File: config.mk
export PLATFORM = sky130hd
export DESIGN_NAME = periph_slave_arb
export DESIGN_NICKNAME = d
export VERILOG_FILES = /design/src/rtl/periph_arb_pkg.sv /design/src/rtl/periph_resp_fifo.sv /design/src/rtl/periph_slave_arb.sv
export SDC_FILE = /design/constraint.sdc
export NUM_CORES = 1
export LEC_CHECK = 0
export ABC_CLOCK_PERIOD_IN_PS = 12750
export BUFFER_PORTS_ARGS = -buffer_cell sky130_fd_sc_hd__buf_2
export CORE_AREA = 2 2 306 308
export DETAILED_ROUTE_END_ITERATION = 8
export DIE_AREA = 0 0 308 310
export MAX_ROUTING_LAYER = met4
export PLACE_DENSITY_LB_ADDON = 0.3
export SLEW_MARGIN = 10
export SYNTH_ARGS = -nofsm -noshare
export SYNTH_HDL_FRONTEND = slang
export SYNTH_SLANG_ARGS = --single-unit
export TNS_END_PERCENT = 10
File: constraint.sdc
create_clock -name clk -period 12.75 [get_ports clk]
set_input_delay 2.55 -clock clk [delete_from_list [all_inputs] [get_ports clk]]
set_output_delay 2.55 -clock clk [all_outputs]
set_load 0.02 [all_outputs]
File: src/rtl/periph_arb_pkg.sv
// Shared definitions for the per-slave peripheral arbiter.
// Holds default widths and the master-index width helper.
package periph_arb_pkg;

    localparam int DEF_N_MASTER   = 8;
    localparam int DEF_ID_WIDTH   = 8;
    localparam int DEF_ADDR_WIDTH = 32;
    localparam int DEF_DATA_WIDTH = 32;
    localparam int DEF_MAX_OUTST  = 4;

    // Bits needed to hold a master index; never less than one.
    function automatic int idx_width(input int n);
        if (n <= 1) return 1;
        return $clog2(n);
    endfunction

endpackage

File: src/rtl/periph_resp_fifo.sv
// In-order FIFO of granted master indices awaiting a response.
// Ports: i push/pop/wdata; o full/empty/head (registered head entry).
module periph_resp_fifo
    import periph_arb_pkg::*;
#(
    parameter int DEPTH = DEF_MAX_OUTST,
    parameter int WIDTH = 3
) (
    input  logic             clk,
    input  logic             rst,
    input  logic             push,
    input  logic             pop,
    input  logic [WIDTH-1:0] wdata,
    output logic             full,
    output logic             empty,
    output logic [WIDTH-1:0] head
);

    localparam int PW = (DEPTH <= 1) ? 1 : $clog2(DEPTH);
    localparam int CW = $clog2(DEPTH + 1);

    logic [WIDTH-1:0] r_mem [DEPTH];
    logic [PW-1:0]    r_wr;
    logic [PW-1:0]    r_rd;
    logic [CW-1:0]    r_cnt;
    logic             w_push;
    logic             w_pop;

    function automatic logic [PW-1:0] nxt(input logic [PW-1:0] p);
        return (p == PW'(DEPTH - 1)) ? '0 : p + 1'b1;
    endfunction

    assign full   = (r_cnt == CW'(DEPTH));
    assign empty  = (r_cnt == '0);
    assign head   = r_mem[r_rd];
    // A push at full is refused even if a pop happens this cycle.
    assign w_push = push & ~full;
    assign w_pop  = pop & ~empty;

    always_ff @(posedge clk) begin
        if (w_push) r_mem[r_wr] <= wdata;
    end

    always_ff @(posedge clk) begin
        if (rst) begin
            r_wr  <= '0;
            r_rd  <= '0;
            r_cnt <= '0;
        end else begin
            if (w_push) r_wr <= nxt(r_wr);
            if (w_pop)  r_rd <= nxt(r_rd);
            case ({w_push, w_pop})
                2'b10:   r_cnt <= r_cnt + 1'b1;
                2'b01:   r_cnt <= r_cnt - 1'b1;
                default: r_cnt <= r_cnt;
            endcase
        end
    end

endmodule

File: src/rtl/periph_slave_arb.sv
// Round-robin arbiter granting one master per cycle to a peripheral slave.
// Ports: per-master req/payload in, gnt/r_valid out; slave req/payload out,
// gnt/r_valid/rdata in; err_o flags a response arriving with nothing owed.
module periph_slave_arb
    import periph_arb_pkg::*;
#(
    parameter int N_MASTER        = DEF_N_MASTER,
    parameter int ID_WIDTH        = DEF_ID_WIDTH,
    parameter int ADDR_WIDTH      = DEF_ADDR_WIDTH,
    parameter int DATA_WIDTH      = DEF_DATA_WIDTH,
    parameter int BE_WIDTH        = DATA_WIDTH / 8,
    parameter int MAX_OUTSTANDING = DEF_MAX_OUTST
) (
    input  logic                           clk,
    input  logic                           rst,
    input  logic [N_MASTER-1:0]            data_req_i,
    input  logic [N_MASTER*ADDR_WIDTH-1:0] data_add_i,
    input  logic [N_MASTER-1:0]            data_wen_i,
    input  logic [N_MASTER*DATA_WIDTH-1:0] data_wdata_i,
    input  logic [N_MASTER*BE_WIDTH-1:0]   data_be_i,
    input  logic [N_MASTER*ID_WIDTH-1:0]   data_ID_i,
    output logic [N_MASTER-1:0]            data_gnt_o,
    output logic [N_MASTER-1:0]            data_r_valid_o,
    output logic [DATA_WIDTH-1:0]          data_r_rdata_o,
    output logic                           data_req_o,
    output logic [ADDR_WIDTH-1:0]          data_add_o,
    output logic                           data_wen_o,
    output logic [DATA_WIDTH-1:0]          data_wdata_o,
    output logic [BE_WIDTH-1:0]            data_be_o,
    output logic [ID_WIDTH-1:0]            data_ID_o,
    input  logic                           data_gnt_i,
    input  logic                           data_r_valid_i,
    input  logic [DATA_WIDTH-1:0]          data_r_rdata_i,
    output logic                           err_o
);

    localparam int IW = idx_width(N_MASTER);

    typedef struct packed {
        logic [ADDR_WIDTH-1:0] add;
        logic                  wen;
        logic [DATA_WIDTH-1:0] wdata;
        logic [BE_WIDTH-1:0]   be;
        logic [ID_WIDTH-1:0]   id;
    } payload_t;

    logic [IW-1:0] r_rr_ptr;
    logic          r_err;
    logic [IW-1:0] w_winner;
    logic          w_found;
    logic          w_hs;
    logic          w_pop;
    logic          w_full;
    logic          w_empty;
    logic [IW-1:0] w_head;
    payload_t      w_pl;

    // First requester at or after rr_ptr, wrapping past the top index.
    always_comb begin : p_scan
        int j;
        j        = 0;
        w_found  = 1'b0;
        w_winner = '0;
        for (int i = 0; i < N_MASTER; i++) begin
            j = int'(r_rr_ptr) + i;
            if (j >= N_MASTER) j = j - N_MASTER;
            if (!w_found && data_req_i[j]) begin
                w_found  = 1'b1;
                w_winner = IW'(j);
            end
        end
    end

    always_comb begin
        w_pl.add   = data_add_i[int'(w_winner)*ADDR_WIDTH +: ADDR_WIDTH];
        w_pl.wen   = data_wen_i[w_winner];
        w_pl.wdata = data_wdata_i[int'(w_winner)*DATA_WIDTH +: DATA_WIDTH];
        w_pl.be    = data_be_i[int'(w_winner)*BE_WIDTH +: BE_WIDTH];
        w_pl.id    = data_ID_i[int'(w_winner)*ID_WIDTH +: ID_WIDTH];
    end

    assign data_req_o     = w_found & ~w_full;
    assign data_add_o     = w_pl.add;
    assign data_wen_o     = w_pl.wen;
    assign data_wdata_o   = w_pl.wdata;
    assign data_be_o      = w_pl.be;
    assign data_ID_o      = w_pl.id;
    assign data_r_rdata_o = data_r_rdata_i;
    assign err_o          = r_err;

    assign w_hs  = data_req_o & data_gnt_i;
    assign w_pop = data_r_valid_i & ~w_empty;

    always_comb begin
        data_gnt_o     = '0;
        data_r_valid_o = '0;
        for (int m = 0; m < N_MASTER; m++) begin
            data_gnt_o[m]     = w_hs & (w_winner == IW'(m));
            data_r_valid_o[m] = w_pop & (w_head == IW'(m));
        end
    end

    always_ff @(posedge clk) begin
        if (rst) begin
            r_rr_ptr <= '0;
            r_err    <= 1'b0;
        end else begin
            if (w_hs) begin
                r_rr_ptr <= (w_winner == IW'(N_MASTER - 1)) ?
                            '0 : w_winner + 1'b1;
            end
            if (data_r_valid_i & w_empty) r_err <= 1'b1;
        end
    end

    periph_resp_fifo #(
        .DEPTH (MAX_OUTSTANDING),
        .WIDTH (IW)
    ) u_fifo (
        .clk   (clk),
        .rst   (rst),
        .push  (w_hs),
        .pop   (w_pop),
        .wdata (w_winner),
        .full  (w_full),
        .empty (w_empty),
        .head  (w_head)
    );

endmodule

Yosys cells after proc, flatten, opt, wreduce, memory -nomap -nowiden
Memory sizes are Yosys's and may differ from the RTL's. A register that Yosys moved wholly into a read port is not among the register bits.
Index checks and enable logic that the tools add are counted.
{"block": "op_classes", "add_sub_neg": 20, "n_lt_le_gt_ge": 17, "eq_ne": 19, "shift": 4, "n_mux": 58, "n_bitwise": 24, "reduce_logical": 18}
{"cell": "variable part select 256 x 9 -> 32 bit", "n": 2}
{"cell": "less-than comparator 32 x 5 -> 1 bit, second input constant", "n": 8}
{"cell": "2-to-1 mux 32 bit", "n": 8}
{"cell": "variable part select 64 x 7 -> 8 bit", "n": 1}
{"cell": "subtractor 4 x 4 -> 5 bit, second input constant", "n": 7}
{"cell": "variable part select 32 x 6 -> 4 bit", "n": 1}
{"cell": "greater-or-equal comparator 4 bit, second input constant", "n": 7}
{"cell": "binary-select mux 1 bit (select 3 bit)", "n": 9}
{"cell": "== test 3 bit, second input constant", "n": 9}
{"cell": "2-to-1 mux 1 bit", "n": 27}
{"cell": "2-to-1 mux 3 bit", "n": 9}
{"cell": "bitwise AND 1 bit", "n": 22}
{"cell": "adder 3 x 3 -> 4 bit, second input constant", "n": 4}
{"cell": "== test 3 x 2 -> 1 bit, second input constant", "n": 4}
{"cell": "logical NOT 3 bit", "n": 3}
{"cell": "adder 3 x 2 -> 4 bit, second input constant", "n": 2}
{"cell": "2-to-1 mux 2 bit", "n": 4}
{"cell": "logical AND 1 bit", "n": 7}
{"cell": "logical NOT 1 bit", "n": 7}
{"cell": "adder 3 x 1 -> 3 bit, second input constant", "n": 2}
{"cell": "== test 2 bit, second input constant", "n": 3}
{"cell": "== test 3 x 1 -> 1 bit, second input constant", "n": 2}
{"cell": "case mux 3 bit (2 select lines)", "n": 1}
{"cell": "subtractor 3 x 4 -> 5 bit, second input constant", "n": 1}
{"cell": "other kinds (8)", "n": 10}
{"block": "word_totals", "reg_bits": 11, "mem_bits_rw": 12, "in_bits": 660, "output_inout_bits": 127, "wordCells": 166, "mem_count": 1}
{"memory": "u_fifo.r_mem", "depth": 4, "width": 3, "rd": 1, "rd_clocked_by_memory_dff": 1, "write_ports": 1, "line": "periph_resp_fifo.sv:22", "rtl": "logic [WIDTH-1:0] r_mem [DEPTH];"}

Depth between registers and ports, before layout
{"block": "logic_depth", "depth_word": 32, "depth_mapped": 20}

Hierarchy
A second synthesis with hierarchy kept.
{"block": "unflattened", "hier_cells": 1216, "hier_area_um2": 9117.5}
{"mod": "periph_slave_arb", "instances": 1, "cells_each": 1147, "area_per_inst_um2": 8191.6, "seq_area_each_um2": 80.1}
{"mod": "periph_resp_fifo", "instances": 1, "cells_each": 69, "area_per_inst_um2": 925.9, "seq_area_each_um2": 540.5}

Worst setup path before layout
OpenSTA, ideal clock, no wires.
{"block": "synth_path", "kind": "input to output", "start": "in data_req_i[6]", "end": "out data_add_o[10]", "arrival_ps": 5141, "required_time_ps": 10200, "path_slack_ps": 5059, "path_stages": 12, "path_buffers": 3, "path_cell_list": "clkbuf_1 -> mux4_2 -> a21oi_1 -> a32oi_1 -> nor3_2 -> a221o_2 -> inv_2 -> o21a_1 -> buf_4 -> buf_2 -> a22o_1 -> a221oi_2"}
{"block": "synth_between", "elab_chain_len": 26, "word_cells_on_any_way": 54, "cone_classes": "1 x shift; 39 x mux; 14 x reduce/logical"}
{"element": "from (decl)", "line": "periph_slave_arb.sv:16", "rtl": "input logic [N_MASTER-1:0] data_req_i,"}
{"element": "binary-select mux 1 bit (select 3 bit)", "line": "periph_slave_arb.sv:67", "rtl": "if (!w_found && data_req_i[j]) begin"}
{"element": "2-to-1 mux 1 bit (implied by the code) (2 in series)", "line": "periph_slave_arb.sv:67"}
{"element": "2-to-1 mux 1 bit", "line": "periph_slave_arb.sv:67"}
{"element": "logical NOT 1 bit", "line": "periph_slave_arb.sv:67"}
{"element": "logical AND 1 bit", "line": "periph_slave_arb.sv:67"}
{"element": "2-to-1 mux 1 bit", "line": "periph_slave_arb.sv:67"}
{"element": "logical NOT 1 bit", "line": "periph_slave_arb.sv:67"}
{"element": "logical AND 1 bit", "line": "periph_slave_arb.sv:67"}
{"element": "[... 10 more ...]"}
{"element": "logical NOT 1 bit", "line": "periph_slave_arb.sv:67"}
{"element": "logical AND 1 bit", "line": "periph_slave_arb.sv:67"}
{"element": "2-to-1 mux 1 bit", "line": "periph_slave_arb.sv:67"}
{"element": "logical NOT 1 bit", "line": "periph_slave_arb.sv:67"}
{"element": "logical AND 1 bit", "line": "periph_slave_arb.sv:67"}
{"element": "2-to-1 mux 3 bit *", "line": "periph_slave_arb.sv:67"}
{"element": "named net u_fifo.wdata[1]", "line": "periph_resp_fifo.sv:13", "rtl": "input logic [WIDTH-1:0] wdata,"}
{"element": "variable part select 256 x 9 -> 32 bit *", "line": "periph_slave_arb.sv:75", "rtl": "w_pl.add = data_add_i[int'(w_winner)*ADDR_WIDTH +: ADDR_WIDTH];"}
{"element": "to (decl)", "line": "periph_slave_arb.sv:26", "rtl": "output logic [ADDR_WIDTH-1:0] data_add_o,"}
Mark *: on every way through the listed nets, which the timed path passes. The rest lies on a longest branch. The select of a mux whose other input is x is not followed.

Final worst setup path
{"block": "layout_path", "start": "in data_req_i[0]", "end": "out data_wdata_o[2]"}
{"block": "layout_between", "elab_chain_len": 26, "word_cells_on_any_way": 54, "cone_classes": "1 x shift; 39 x mux; 14 x reduce/logical"}
{"element": "binary-select mux 1 bit (select 3 bit)", "line": "periph_slave_arb.sv:67"}
{"element": "2-to-1 mux 1 bit (implied by the code) (2 in series)", "line": "periph_slave_arb.sv:67"}
{"element": "2-to-1 mux 1 bit", "line": "periph_slave_arb.sv:67"}
{"element": "logical NOT 1 bit", "line": "periph_slave_arb.sv:67"}
{"element": "logical AND 1 bit", "line": "periph_slave_arb.sv:67"}
{"element": "2-to-1 mux 1 bit", "line": "periph_slave_arb.sv:67"}
{"element": "logical NOT 1 bit", "line": "periph_slave_arb.sv:67"}
{"element": "logical AND 1 bit", "line": "periph_slave_arb.sv:67"}
{"element": "[... 9 more ...]"}
{"element": "2-to-1 mux 1 bit", "line": "periph_slave_arb.sv:67"}
{"element": "logical NOT 1 bit", "line": "periph_slave_arb.sv:67"}
{"element": "logical AND 1 bit", "line": "periph_slave_arb.sv:67"}
{"element": "2-to-1 mux 1 bit", "line": "periph_slave_arb.sv:67"}
{"element": "logical NOT 1 bit", "line": "periph_slave_arb.sv:67"}
{"element": "logical AND 1 bit", "line": "periph_slave_arb.sv:67"}
{"element": "2-to-1 mux 3 bit *", "line": "periph_slave_arb.sv:67"}
{"element": "variable part select 256 x 9 -> 32 bit *", "line": "periph_slave_arb.sv:77", "rtl": "w_pl.wdata = data_wdata_i[int'(w_winner)*DATA_WIDTH +: DATA_WIDTH];"}
{"element": "to (decl)", "line": "periph_slave_arb.sv:28", "rtl": "output logic [DATA_WIDTH-1:0] data_wdata_o,"}
Every way passes the cells marked *; elsewhere a longest branch is shown, timed or not. The select of a mux whose other input is x is not followed.

==> flow_metrics.env <==
export IMPL_holdCritPathClass="flip-flop to flip-flop"
export IMPL_chipWidth_um=308
export IMPL_netlist_area_leader_share_pct=38.76
export IMPL_finalWirelength_um=51630
export IMPL_antenna_found_initial=18
export IMPL_cts_setup_buffers=0
export IMPL_start_util_pct=8.879
export IMPL_drive_gt1_share_pct=60.75
export IMPL_tightest_slew_ns=1.148
export IMPL_die_area_sq_um=95480
export IMPL_synth_distinct_cells=60
export IMPL_cts_reportedPaths_clkPinSlew_ns=0.07
export IMPL_fp_dieH_um=310
export IMPL_ys_warn_count=0
export IMPL_synth_seq_area_share_pct=7.558
export IMPL_arrival_ns=6.71
export IMPL_cts_max_path_buffers=2
export IMPL_skew_ns=0.002756
export IMPL_wl_per_cell_um=19.49
export IMPL_final_max_slew_viol_count=0
export IMPL_final_nets=2113
export IMPL_grt_pass1_vias=9032
export IMPL_path_delay_family="multiplexers"
export IMPL_postRouteAntennaNets=0
export IMPL_syn_avg_cell_area_sq_um=10.09
export IMPL_drc=0
export IMPL_grt_overflow_total=0
export IMPL_slew_headroom_pct=23.46
export IMPL_hold_viol=0
export IMPL_synthFlopType="dfxtp_1"
export IMPL_rsz0062_at_grt="no"
export IMPL_grt_first_pass_wirelength_um=67050
export IMPL_ys_ff_latch=25
export IMPL_core_area_sq_um=92490
export IMPL_synth_top_area_cell="mux2i_1"
export IMPL_min_delay_path_depth=2
export IMPL_post_synth_top_count_cell="mux2i_1"
export IMPL_rr_worst_depth=17
export IMPL_vias_per_cell=3.579
export IMPL_finalWeightedCongestion=0.8538
export IMPL_fin_setup_tns_ns=0
export IMPL_fillCellCount=10690
export IMPL_grt_max_degree=111
export IMPL_path_common_cell="buf_2"
export IMPL_rows=112
export IMPL_max_freq_ghz=0.1080
export IMPL_worst_path_buf_inv=3
export IMPL_cts_sinks=25
export IMPL_slowest_delay_ns=0.96
export IMPL_syn_area_sq_um=8212
export IMPL_maxCapViolations=0
export IMPL_endpoint_kind="primary output"
export IMPL_cts_hold_buf=0
export IMPL_syn_num_nets=1489
export IMPL_layout_setup_ws_ns=3.489
export IMPL_status="complete, no violations"
export IMPL_crit_type="primary input to primary output"
export IMPL_ctsResizeCount=0
export IMPL_fin_crit_sh_pct=72.63
export IMPL_synth_cells=814
export IMPL_cts_buffers=3
export IMPL_dp_hpwl_um=44530
export IMPL_dr_pass1_iters=7
export IMPL_async_flop_share_pct=0
export IMPL_min_period_ns=9.261
export IMPL_insertion_delay_ns=0.26
export IMPL_ios=787
export IMPL_cts_tree="built"
export IMPL_synth_edf_count=12
export IMPL_cp_start_kind="primary input"
export IMPL_portBuffers=722
export IMPL_cts_max_level=1
export IMPL_crit_chain="buf_2 > mux4_2 > a2111oi_0 > nor3_1 > o32ai_4 > buf_12 > mux2i_1 > a22o_1 > a221oi_2 > buf_2"
export IMPL_drt_initial_drc_count=531
export IMPL_cp_depth=10
export IMPL_crit_required_ns=10.20
export IMPL_ys_top_cells_by_area="mux2i_1, a221oi_2, a22o_1, mux4_2, buf_4"
export IMPL_root_buffer="clkbuf_16"
export IMPL_synthTopCellsByCount="mux2i_1, a22o_1, a221oi_2"
export IMPL_via_count=9480
export IMPL_grt_util_all_layers_pct=10.01
export IMPL_setup_violations=0
export IMPL_pre_cts_ws_ns=3.418
export IMPL_critical_path_slowest_cell="mux2i_1"
export IMPL_area_growth_pct=55.71
export IMPL_cp_max_fo=93
## worst reg2reg max path: stages, from the launching register on
cell     delay [ns]
dfxtp_1        0.33
buf_4          0.31
inv_1          0.25
ha_1           0.79
mux4_2         0.60
mux2i_1        0.32
a32oi_1        0.18
nor3_2         0.30
a41oi_1        0.17
buf_4          0.22
and2_1         0.31
inv_1          0.11
ha_1           0.18
inv_1          0.06
fa_1           0.37
xor2_1         0.16
or3_1          0.30
a21oi_1        0.13
## cell usage in the layout, fill, tap and decap left out, types with 3 or more instances in the layout
cell type,instances
xor2_1,3
nor2_1,25
buf_2,722
nand2b_1,5
ha_1,14
a221oi_2,77
buf_4,16
inv_2,3
a22o_1,78
mux2i_1,318
a31oi_1,3
nor3_1,8
dfxtp_1,13
mux4_2,23
a21oi_1,18
inv_1,12
diode_2,15
nand4_1,3
nand3_1,3
mux2_2,7
clkbuf_16,3
nand2_1,11
o21ai_0,4
edfxtp_1,12
and3_1,11
## sequential cells by signal (all words and copies together) (netlist names), named ones only
signal,flops
err_o,1
r_rr_ptr,3
u_fifo.r_cnt,3
u_fifo.r_mem,12
u_fifo.r_rd,2
u_fifo.r_wr,2
## metrics by stage
stage	instances	utilization [%]	area (sq um)	hold slack (ns)
finish	2649	13.82	12790	0.4811
global route	2647	13.82	12780	0.5265
CTS	2634	13.78	12750	0.4885
detailed placement	2630	13.69	12660	0.4684
global placement	2630	13.69	12660	0.4539
floorplan	814	-	8212	0.4541
## kinds of logic after synthesis
logic type | Yosys count | share of synthesized area, %
mux | 349 | 46.31
compound gates | 201 | 26.67
buf+inv | 137 | 11.12
simple gates | 83 | 5.546
flops | 25 | 7.558
fa+ha+maj | 15 | 2.377
xor+xnor | 4 | 0.4267
## path summary, 6_finish.rpt
kind	endpoint	slack, ns	startpoint
max	data_wdata_o[2]	3.49	data_req_i[0]
min	err_o$_SDFFE_PP0P_	0.48	err_o$_SDFFE_PP0P_
min reg2reg	err_o$_SDFFE_PP0P_	0.48	err_o$_SDFFE_PP0P_
max reg2reg	u_fifo.r_cnt[2]$_SDFFE_PP0P_	7.59	r_rr_ptr[1]$_SDFFE_PP0P_
## final cells by class
type,instances,area [sq um],area share [%]
tap,1197,1498,11.71
sequential,25,620.6,4.854
timing repair buffer,740,3774,29.51
antenna,15,37.54,0.2936
clock inverter,1,8.758,0.06850
clock buffer,3,75.07,0.5871
inverter,16,60.06,0.4697
multi-input combinational,652,6713,52.50
## metal layers
layer,routed length [um],up-vias,track usage [%],part of all wire [%]
li1,-,4532,-,-
met1,22670,4424,13.31,44
met2,23120,486,14.92,45
met3,4821,38,2.997,9.3
met4,1018,0,2.031,2.0
met5,0,-,-,0
Power is left out: the tool's default activity adds up to more than one toggle a clock period on the data nets, which glitch-free logic cannot reach.
